## config.mk

```make
export PLATFORM = sky130hd
export DESIGN_NAME = cpu_ctrl_fsm_flat
export DESIGN_NICKNAME = d
export VERILOG_FILES = /design/src/rtl/cpu_pkg.sv /design/src/rtl/cpu_ctrl_fsm_if.sv /design/src/rtl/cpu_ctrl_decode.sv /design/src/rtl/cpu_ctrl_fsm.sv /design/src/flat_wrapper.sv
export SDC_FILE = /design/constraint.sdc
export NUM_CORES = 1
export LEC_CHECK = 0
export CAP_MARGIN = 10
export CORE_ASPECT_RATIO = 1.2
export CORE_MARGIN = 3
export CORE_UTILIZATION = 49
export CTS_CLUSTER_DIAMETER = 30
export CTS_CLUSTER_SIZE = 10
export DETAILED_ROUTE_END_ITERATION = 7
export PLACE_DENSITY = 0.86
export SLEW_MARGIN = 40
export SYNTH_ARGS = -nofsm -noshare
export SYNTH_HDL_FRONTEND = slang
export SYNTH_SLANG_ARGS = --single-unit
```

## constraint.sdc

```tcl
create_clock -name clk -period 2.49 [get_ports clk]
set_clock_uncertainty 0.15 [all_clocks]
set_input_delay 0.6225 -clock clk [delete_from_list [all_inputs] [get_ports clk]]
set_output_delay 0.6225 -clock clk [all_outputs]
set_load 0.02 [all_outputs]
```

## src/rtl/cpu_pkg.sv

```systemverilog
// Shared types and constants for the multi-cycle CPU control FSM.
// Optional JMP opcode is enabled by defining CPU_CTRL_JUMP_EN.
package cpu_pkg;

    localparam int unsigned OpMaxW = 6;
    typedef logic [OpMaxW-1:0] op_t;

    localparam op_t OpRtype = 6'd0;
    localparam op_t OpLw    = 6'd1;
    localparam op_t OpSw    = 6'd2;
    localparam op_t OpBeq   = 6'd3;
    localparam op_t OpAddi  = 6'd4;
`ifdef CPU_CTRL_JUMP_EN
    localparam op_t OpJmp   = 6'd5;
`endif

    typedef enum logic [2:0] {
        StIdle, StFetch, StDecode, StExec, StMem, StWb
    } state_e;

    typedef enum logic [1:0] {
        AluAdd   = 2'b00,
        AluSub   = 2'b01,
        AluFunct = 2'b10
    } alu_op_e;

    typedef struct packed {
        logic    mem_req;
        logic    reg_dst;
        logic    alu_src;
        logic    mem_to_reg;
        logic    reg_write;
        logic    mem_read;
        logic    mem_write;
        logic    branch;
        logic    pc_write;
        logic    ir_write;
        logic    pc_src;
        alu_op_e alu_op;
    } ctrl_t;

    function automatic logic op_legal(input op_t op);
        case (op)
            OpRtype, OpLw, OpSw, OpBeq, OpAddi: return 1'b1;
`ifdef CPU_CTRL_JUMP_EN
            OpJmp:                              return 1'b1;
`endif
            default:                            return 1'b0;
        endcase
    endfunction

endpackage

```

## src/rtl/cpu_ctrl_fsm_if.sv

```systemverilog
// Handshake and control bundle between the control FSM and the datapath/memory.
interface cpu_ctrl_fsm_if #(
    parameter int unsigned OPCODE_W = 4
);
    logic                en;
    logic [OPCODE_W-1:0] opcode;
    logic                zero;
    logic                mem_ready;
    logic                mem_req;
    logic                RegDst;
    logic                ALUSrc;
    logic                MemToReg;
    logic                RegWrite;
    logic                MemRead;
    logic                MemWrite;
    logic                Branch;
    logic                PCWrite;
    logic                IRWrite;
    logic                PCSrc;
    logic [1:0]          ALUOp;
    logic                instr_done;
    logic                illegal_op;
    logic                mem_timeout;

    modport slave (
        input  en, opcode, zero, mem_ready,
        output mem_req, RegDst, ALUSrc, MemToReg, RegWrite, MemRead, MemWrite, Branch,
               PCWrite, IRWrite, PCSrc, ALUOp, instr_done, illegal_op, mem_timeout
    );

    modport master (
        output en, opcode, zero, mem_ready,
        input  mem_req, RegDst, ALUSrc, MemToReg, RegWrite, MemRead, MemWrite, Branch,
               PCWrite, IRWrite, PCSrc, ALUOp, instr_done, illegal_op, mem_timeout
    );

endinterface

```

## src/rtl/cpu_ctrl_decode.sv

```systemverilog
// Combinational control-word decode from FSM state and latched opcode.
// JMP decode present only when CPU_CTRL_JUMP_EN is defined.
module cpu_ctrl_decode
    import cpu_pkg::*;
(
    input  state_e state_i,
    input  op_t    op_i,
    input  logic   zero_i,
    input  logic   mem_ready_i,
    output ctrl_t  ctrl_o
);

    always_comb begin
        ctrl_o = '0;
        case (state_i)
            StFetch: begin
                ctrl_o.mem_req  = 1'b1;
                ctrl_o.mem_read = 1'b1;
                ctrl_o.ir_write = 1'b1;
                ctrl_o.pc_write = mem_ready_i;
            end
            StExec: begin
                case (op_i)
                    OpRtype: ctrl_o.alu_op = AluFunct;
                    OpLw, OpSw, OpAddi: begin
                        ctrl_o.alu_src = 1'b1;
                        ctrl_o.alu_op  = AluAdd;
                    end
                    OpBeq: begin
                        ctrl_o.alu_op   = AluSub;
                        ctrl_o.branch   = 1'b1;
                        ctrl_o.pc_src   = zero_i;
                        ctrl_o.pc_write = zero_i;
                    end
`ifdef CPU_CTRL_JUMP_EN
                    OpJmp: begin
                        ctrl_o.pc_src   = 1'b1;
                        ctrl_o.pc_write = 1'b1;
                    end
`endif
                    default: ;
                endcase
            end
            StMem: begin
                ctrl_o.mem_req   = 1'b1;
                ctrl_o.mem_read  = (op_i == OpLw);
                ctrl_o.mem_write = (op_i == OpSw);
            end
            StWb: begin
                ctrl_o.reg_write  = 1'b1;
                ctrl_o.reg_dst    = (op_i == OpRtype);
                ctrl_o.mem_to_reg = (op_i == OpLw);
            end
            default: ;
        endcase
    end

endmodule

```

## src/rtl/cpu_ctrl_fsm.sv

```systemverilog
// Multi-cycle CPU control FSM: sequencing, memory wait timeout and status pulses.
// Define CPU_CTRL_JUMP_EN to accept opcode 5 as JMP.
module cpu_ctrl_fsm
    import cpu_pkg::*;
#(
    parameter int unsigned OPCODE_W = 4,
    parameter int unsigned WAIT_MAX = 15
) (
    input logic           clk,
    input logic           rst,
    cpu_ctrl_fsm_if.slave bus
);

    state_e              state_q, state_d;
    logic [OPCODE_W-1:0] op_q, op_d;
    logic [7:0]          wait_q, wait_d;
    op_t                 op_ext;
    ctrl_t               ctrl;
    logic                mem_wait, timeout, finish, illegal;

    assign op_ext = OpMaxW'(op_q);

    cpu_ctrl_decode u_decode (
        .state_i     (state_q),
        .op_i        (op_ext),
        .zero_i      (bus.zero),
        .mem_ready_i (bus.mem_ready),
        .ctrl_o      (ctrl)
    );

    always_comb begin
        state_d = state_q;
        op_d    = op_q;
        wait_d  = wait_q;
        timeout = 1'b0;
        finish  = 1'b0;
        illegal = 1'b0;

        // mem_ready excludes the cycle from counting, so a late ready beats the timeout
        mem_wait = ((state_q == StFetch) || (state_q == StMem)) && !bus.mem_ready;
        if (mem_wait) begin
            if (wait_q == 8'(WAIT_MAX - 1)) timeout = 1'b1;
            else                            wait_d  = wait_q + 8'd1;
        end

        unique case (state_q)
            StIdle: if (bus.en) state_d = StFetch;
            StFetch: begin
                if (bus.mem_ready) state_d = StDecode;
                else if (timeout)  state_d = StIdle;
            end
            StDecode: begin
                op_d = bus.opcode;
                if (op_legal(OpMaxW'(bus.opcode))) begin
                    state_d = StExec;
                end else begin
                    illegal = 1'b1;
                    finish  = 1'b1;
                end
            end
            StExec: begin
                if ((op_ext == OpLw) || (op_ext == OpSw))          state_d = StMem;
                else if ((op_ext == OpRtype) || (op_ext == OpAddi)) state_d = StWb;
                else                                                finish  = 1'b1;
            end
            StMem: begin
                if (bus.mem_ready) begin
                    if (op_ext == OpLw) state_d = StWb;
                    else                finish  = 1'b1;
                end else if (timeout) begin
                    state_d = StIdle;
                end
            end
            StWb:    finish  = 1'b1;
            default: state_d = StIdle;
        endcase

        if (finish) state_d = bus.en ? StFetch : StIdle;
        if (state_d != state_q) wait_d = '0;
    end

    always_ff @(posedge clk or posedge rst) begin
        if (rst) begin
            state_q <= StIdle;
            op_q    <= '0;
            wait_q  <= '0;
        end else begin
            state_q <= state_d;
            op_q    <= op_d;
            wait_q  <= wait_d;
        end
    end

    // Memory strobes are withdrawn in the timeout cycle itself
    assign bus.mem_req     = ctrl.mem_req & ~timeout;
    assign bus.MemRead     = ctrl.mem_read & ~timeout;
    assign bus.MemWrite    = ctrl.mem_write & ~timeout;
    assign bus.RegDst      = ctrl.reg_dst;
    assign bus.ALUSrc      = ctrl.alu_src;
    assign bus.MemToReg    = ctrl.mem_to_reg;
    assign bus.RegWrite    = ctrl.reg_write;
    assign bus.Branch      = ctrl.branch;
    assign bus.PCWrite     = ctrl.pc_write;
    assign bus.IRWrite     = ctrl.ir_write;
    assign bus.PCSrc       = ctrl.pc_src;
    assign bus.ALUOp       = ctrl.alu_op;
    assign bus.instr_done  = finish;
    assign bus.illegal_op  = illegal;
    assign bus.mem_timeout = timeout;

endmodule

```

## src/flat_wrapper.sv

```systemverilog
// flat-port wrapper written by rule: the top's interface ports become plain ports
module cpu_ctrl_fsm_flat import cpu_pkg::*;
#(
    parameter int unsigned OPCODE_W = 4,
    parameter int unsigned WAIT_MAX = 15
)
  (clk, rst, bus_en, bus_opcode, bus_zero, bus_mem_ready, bus_mem_req, bus_RegDst, bus_ALUSrc, bus_MemToReg, bus_RegWrite, bus_MemRead, bus_MemWrite, bus_Branch, bus_PCWrite, bus_IRWrite, bus_PCSrc, bus_ALUOp, bus_instr_done, bus_illegal_op, bus_mem_timeout);
  cpu_ctrl_fsm_if #(.OPCODE_W(OPCODE_W)) bus_i ();
  input logic clk;
  input logic rst;
  input wire logic [$bits(bus_i.en)-1:0] bus_en;
  input wire logic [$bits(bus_i.opcode)-1:0] bus_opcode;
  input wire logic [$bits(bus_i.zero)-1:0] bus_zero;
  input wire logic [$bits(bus_i.mem_ready)-1:0] bus_mem_ready;
  output wire logic [$bits(bus_i.mem_req)-1:0] bus_mem_req;
  output wire logic [$bits(bus_i.RegDst)-1:0] bus_RegDst;
  output wire logic [$bits(bus_i.ALUSrc)-1:0] bus_ALUSrc;
  output wire logic [$bits(bus_i.MemToReg)-1:0] bus_MemToReg;
  output wire logic [$bits(bus_i.RegWrite)-1:0] bus_RegWrite;
  output wire logic [$bits(bus_i.MemRead)-1:0] bus_MemRead;
  output wire logic [$bits(bus_i.MemWrite)-1:0] bus_MemWrite;
  output wire logic [$bits(bus_i.Branch)-1:0] bus_Branch;
  output wire logic [$bits(bus_i.PCWrite)-1:0] bus_PCWrite;
  output wire logic [$bits(bus_i.IRWrite)-1:0] bus_IRWrite;
  output wire logic [$bits(bus_i.PCSrc)-1:0] bus_PCSrc;
  output wire logic [$bits(bus_i.ALUOp)-1:0] bus_ALUOp;
  output wire logic [$bits(bus_i.instr_done)-1:0] bus_instr_done;
  output wire logic [$bits(bus_i.illegal_op)-1:0] bus_illegal_op;
  output wire logic [$bits(bus_i.mem_timeout)-1:0] bus_mem_timeout;
  assign bus_i.en = bus_en;
  assign bus_i.opcode = bus_opcode;
  assign bus_i.zero = bus_zero;
  assign bus_i.mem_ready = bus_mem_ready;
  assign bus_mem_req = bus_i.mem_req;
  assign bus_RegDst = bus_i.RegDst;
  assign bus_ALUSrc = bus_i.ALUSrc;
  assign bus_MemToReg = bus_i.MemToReg;
  assign bus_RegWrite = bus_i.RegWrite;
  assign bus_MemRead = bus_i.MemRead;
  assign bus_MemWrite = bus_i.MemWrite;
  assign bus_Branch = bus_i.Branch;
  assign bus_PCWrite = bus_i.PCWrite;
  assign bus_IRWrite = bus_i.IRWrite;
  assign bus_PCSrc = bus_i.PCSrc;
  assign bus_ALUOp = bus_i.ALUOp;
  assign bus_instr_done = bus_i.instr_done;
  assign bus_illegal_op = bus_i.illegal_op;
  assign bus_mem_timeout = bus_i.mem_timeout;
  cpu_ctrl_fsm #(.OPCODE_W(OPCODE_W), .WAIT_MAX(WAIT_MAX)) u_core (.clk(clk), .rst(rst), .bus(bus_i));
endmodule
```

==> results.md <==
Detailed routing:
- The number of vias per cell after detailed routing is 5.90.
- The total length of routed met3 wires is 328 um.
- After detailed routing, no signal wire sits above met4.
- The detailed-routing wirelength on met1 is 1.74 mm.
- The average detailed-routed wire length per instance is approximately 20 um.
- The total via count after detailed routing is 1345.
- The detail route stage leaves a number of antenna-violating nets equal to 0.
- For this run, design rule violations remaining after detail routing come to 0.
- The total iterations of the first detailed-routing run is 4.
- The routed wire length is 4.61 mm.
- The routed design uses 2.32 mm of met2 wire.
- The number of violations reported at the end of detailed-routing iteration 0 is 87.

Power:
- The internal power summed over all cells is 1.11 mW.
- The static power due to leakage is 0.879 nW.
- Total power for the finished layout comes to 2.06 mW.
- Power spread over the standard cell area amounts to roughly 1100 nW/um^2.
- The clock network accounts for a little over 7% of the total power.
- Combinational cells account for 73.8% of the total power.
- Registers are responsible for approximately a fifth of the overall power.
- The worst-case vdd ir drop is 0.807 mV.
- The switching power is roughly 0.94 mW.
- Net switching is between 40 and 50% of the power.

Logic synthesis:
- The number of synthesis warnings is 0.
- The number of distinct library cells after synthesis is 40.
- The number of enable flip-flop cells after synthesis is 0.
- The share of async-settable or async-resettable flops after synthesis is 100%.
- Synthesis inferred 15 register bits.
- The sequential fraction of the synthesis area is 34.1%.
- Yosys attributes the largest share of cell area to sky130_fd_sc_hd__dfrtp_1 34%, sky130_fd_sc_hd__xor2_1 6.4%, sky130_fd_sc_hd__nor2_1 4.8%, sky130_fd_sc_hd__mux2_2 4.1%, sky130_fd_sc_hd__nor3_1 3.2%.
- The synthesized instance count is 125.
- The biggest area consumer among synthesized cells is sky130_fd_sc_hd__dfrtp_1.
- The number of nets in the synthesized netlist is 136.
- The mean area per synthesized cell is 8.81 um^2.
- After synthesis the cells add up to between 1000 and 1500 um^2.
- In this run the biggest area consumer among cell types represents 34.1% of the synthesized area.
- The main flop type after synthesis is sky130_fd_sc_hd__dfrtp_1.

Setup path:
- STA classifies the critical path startpoint as a register.
- The critical path required time is 1.72 ns.
- The largest driver fanout on the critical path is 3.
- The worst setup path is of the reg -> out kind.
- The worst path arrival time is ~2.0 ns.
- The critical path capture point type is an output port.

STA:
- The tightest slew margin relative to the limit is 61.1%.
- The number of hold-slack violations in the final timing report is 0.
- After layout, the minimum clock period comes to between 2 and 3 ns.
- At the pin with the least slew margin, the transition time is a little under 0.6 ns.
- The highest clock frequency the design can meet is 0.361 GHz.
- The post-route worst setup slack is -0.282 ns.
- The part of the cycle the worst path needs is 111%.
- The count of final max-slew check failures was 0.
- Setup repair after global routing could not meet its margin everywhere.
- The count of endpoints failing setup in the final report is 20.

Run:
- Across the run, the number of max-cap violations was 0.

Finish:
- The area growth from synthesis to layout is 66.7%.
- The final net count is 210.
- After routing the design area is 1840 um^2.
- 0 antenna diodes ended up in the layout.
- Cells with a size suffix above 1 make up 47.5% of the layout.
- Cells fill between 80% and 90% of the core in the end.

Place:
- The placed instances occupy a cell area of 1620 um^2.
- The routability-driven placement congestion ratio is 0.878.
- Once detailed placement completed, the half-perimeter wirelength came to 2.65 mm.
- The total of buffers placed on input and output ports is 24.

Die:
- The horizontal extent of the die is 49.3 um.
- The die footprint is 2850 um^2.
- The number of core rows is 18.
- In this run the standard cell core region covers roughly 2100 um^2.
- The boundary pin count is 25.
- Once the floorplan was initialized, standard cells occupied 52.6% of the core.
- The vertical extent of the die is 57.9 um.

Clock network:
- Clock tree synthesis inserted a total of 3 buffers.
- The number of buffers on the longest clock path is 2.
- For this design, the CTS-stage hold fixing added 0 buffers.
- The clock latency reported for the late side of the worst-skew pair is 0.30 ns.
- The total clock sinks is 15.
- CTS placed an instance of sky130_fd_sc_hd__clkbuf_4 at the clock tree root.
- The clock tree from TritonCTS is done.
- After clock tree synthesis, the clock-pin slew on the worst setup and hold paths is 0.09 ns.
- CTS built an H-tree with a depth of 1.

Global route:
- The overall overflow remaining after global route is 0.
- The wire length of the first global-routing pass is 6.15 mm.
- Global routing consumed, over all layers together, about 29% of the routing resources.
- The via count of the first global-routing pass is 1387.
- Entering global routing, the biggest net connects 16 pins.
- The initial antenna violation count was 0.

Status:
- The final reports fail on setup timing.
- The flow ran to the end, but the final reports show violations.

Hold path:
- The path class of the lowest-slack min-delay path is reg -> reg.
==> worst max-delay path, stage by stage (launching register included) <==
cell                       delay [ns]
sky130_fd_sc_hd__dfrtp_1         0.44
sky130_fd_sc_hd__buf_6           0.14
sky130_fd_sc_hd__nor4b_4         0.28
sky130_fd_sc_hd__nand4b_1        0.20
sky130_fd_sc_hd__or4b_4          0.50
sky130_fd_sc_hd__buf_6           0.15
==> cells in the final DEF, fill, tap and decap left out, types with 2 or more instances in the layout <==
cell,instances
sky130_fd_sc_hd__a21o_1,2
sky130_fd_sc_hd__a21oi_1,5
sky130_fd_sc_hd__and2_1,2
sky130_fd_sc_hd__and3_1,2
sky130_fd_sc_hd__buf_4,55
sky130_fd_sc_hd__buf_6,7
sky130_fd_sc_hd__clkbuf_4,4
sky130_fd_sc_hd__clkdlybuf4s50_1,6
sky130_fd_sc_hd__dfrtp_1,14
sky130_fd_sc_hd__dlygate4sd2_1,4
sky130_fd_sc_hd__ha_1,2
sky130_fd_sc_hd__inv_1,6
sky130_fd_sc_hd__mux2_2,4
sky130_fd_sc_hd__nand2_1,8
sky130_fd_sc_hd__nand2b_1,3
sky130_fd_sc_hd__nand3_1,3
sky130_fd_sc_hd__nand3b_1,2
sky130_fd_sc_hd__nand4_1,3
sky130_fd_sc_hd__nand4b_1,3
sky130_fd_sc_hd__nor2_1,10
sky130_fd_sc_hd__nor2_2,4
sky130_fd_sc_hd__nor3_1,2
sky130_fd_sc_hd__nor3_2,4
sky130_fd_sc_hd__nor3b_2,2
sky130_fd_sc_hd__nor4_4,2
sky130_fd_sc_hd__o21a_1,3
sky130_fd_sc_hd__o21ai_0,5
sky130_fd_sc_hd__xor2_1,7
==> sequential cells by signal, indices dropped and copies added (netlist names) <==
register	count
u_core.wait_q	8
u_core.op_q	4
u_core.state_q	3
==> area by class of cell <==
| cell class | count | area (um^2) |
|---|---|---|
| Clock buffer | 4 | 26.3 |
| Sequential cell | 15 | 377 |
| Fill cell | 98 | 259 |
| Inverter | 6 | 22.5 |
| Multi-Input combinational cell | 98 | 768 |
| Tap cell | 30 | 37.5 |
| Timing Repair Buffer | 75 | 604 |
==> metal layers <==
layer | up-vias | GRT usage (%)
li1 | 603 | -
met1 | 624 | 26.4
met2 | 96 | 55.2
met3 | 22 | 5.14
met4 | 0 | 21.5
met5 | - | 0
==> stage by stage <==
step	hold WS [ns]	setup TNS [ns]	std cells	worst slack, ns
3_3_place_gp	0.399	-6.57	210	-0.753
5_1_grt	0.476	-3.76	228	-0.312
3_5_place_dp	0.408	-7.44	210	-0.802
6_report	0.463	-2.52	228	-0.282
4_1_cts	0.441	-1.01	219	-0.220
2_1_floorplan	0.361	0	125	0.00797
==> power groups by stage <==
| stage | registers (mW) | logic, mW | clock network, mW |
|---|---|---|---|
| after floorplan | 0.356 | 0.658 | 0 |
| final | 0.393 | 1.52 | 0.145 |
| after CTS | 0.377 | 1.24 | 0.147 |
| after global placement | 0.369 | 1.11 | 0 |
| after detailed placement | 0.378 | 1.15 | 0 |
| after global routing | 0.397 | 1.59 | 0.165 |
==> logic make-up after synthesis <==
family / share of synthesized area [%]
AND/OR/NAND/NOR: 29.8
AO/OA/AOI/OAI: 16.3
flip-flops: 34.1
buffers and inverters: 5.34
XOR/XNOR: 7.16
multiplexers: 4.09
adder cells (fa/ha/maj): 3.30
==> cells in the mapped netlist (all sizes together) (3+ instances only) <==
cell    instances
nand2           8
nand4           3
a21oi           5
nand4b          3
nand2b          3
nor4            4
inv             6
nor2           14
buf             4
xor2            8
nand3           3
o21a            3
nor3            7
o21ai           6
mux2            4
dfrtp          15
==> repair_timing <==
action	in CTS	in global routing
pin swaps	15	14
gates resized for setup	76	29
endpoints found under the setup margin	23	23
buffers inserted	5	10
==> final timing paths <==
| path | startpoint | endpoint | slack, ns | depth (start not counted) |
|---|---|---|---|---|
| worst max-delay path | u_core.op_q[1]$_DFFE_PP0P_ | bus_instr_done | -0.28 | 5 |
| worst min-delay path | u_core.op_q[2]$_DFFE_PP0P_ | u_core.op_q[2]$_DFFE_PP0P_ | 0.46 | 1 |
| min in group asynchronous | rst | u_core.op_q[1]$_DFFE_PP0P_ | 0.53 | 2 |
| worst max register to register | u_core.op_q[1]$_DFFE_PP0P_ | u_core.wait_q[2]$_DFFE_PP0P_ | -0.18 | 9 |
| max in group asynchronous | rst | u_core.op_q[2]$_DFFE_PP0P_ | 1.25 | 2 |
| worst min register to register | u_core.op_q[2]$_DFFE_PP0P_ | u_core.op_q[2]$_DFFE_PP0P_ | 0.46 | 1 |
(Power assumes the default switching activity.)
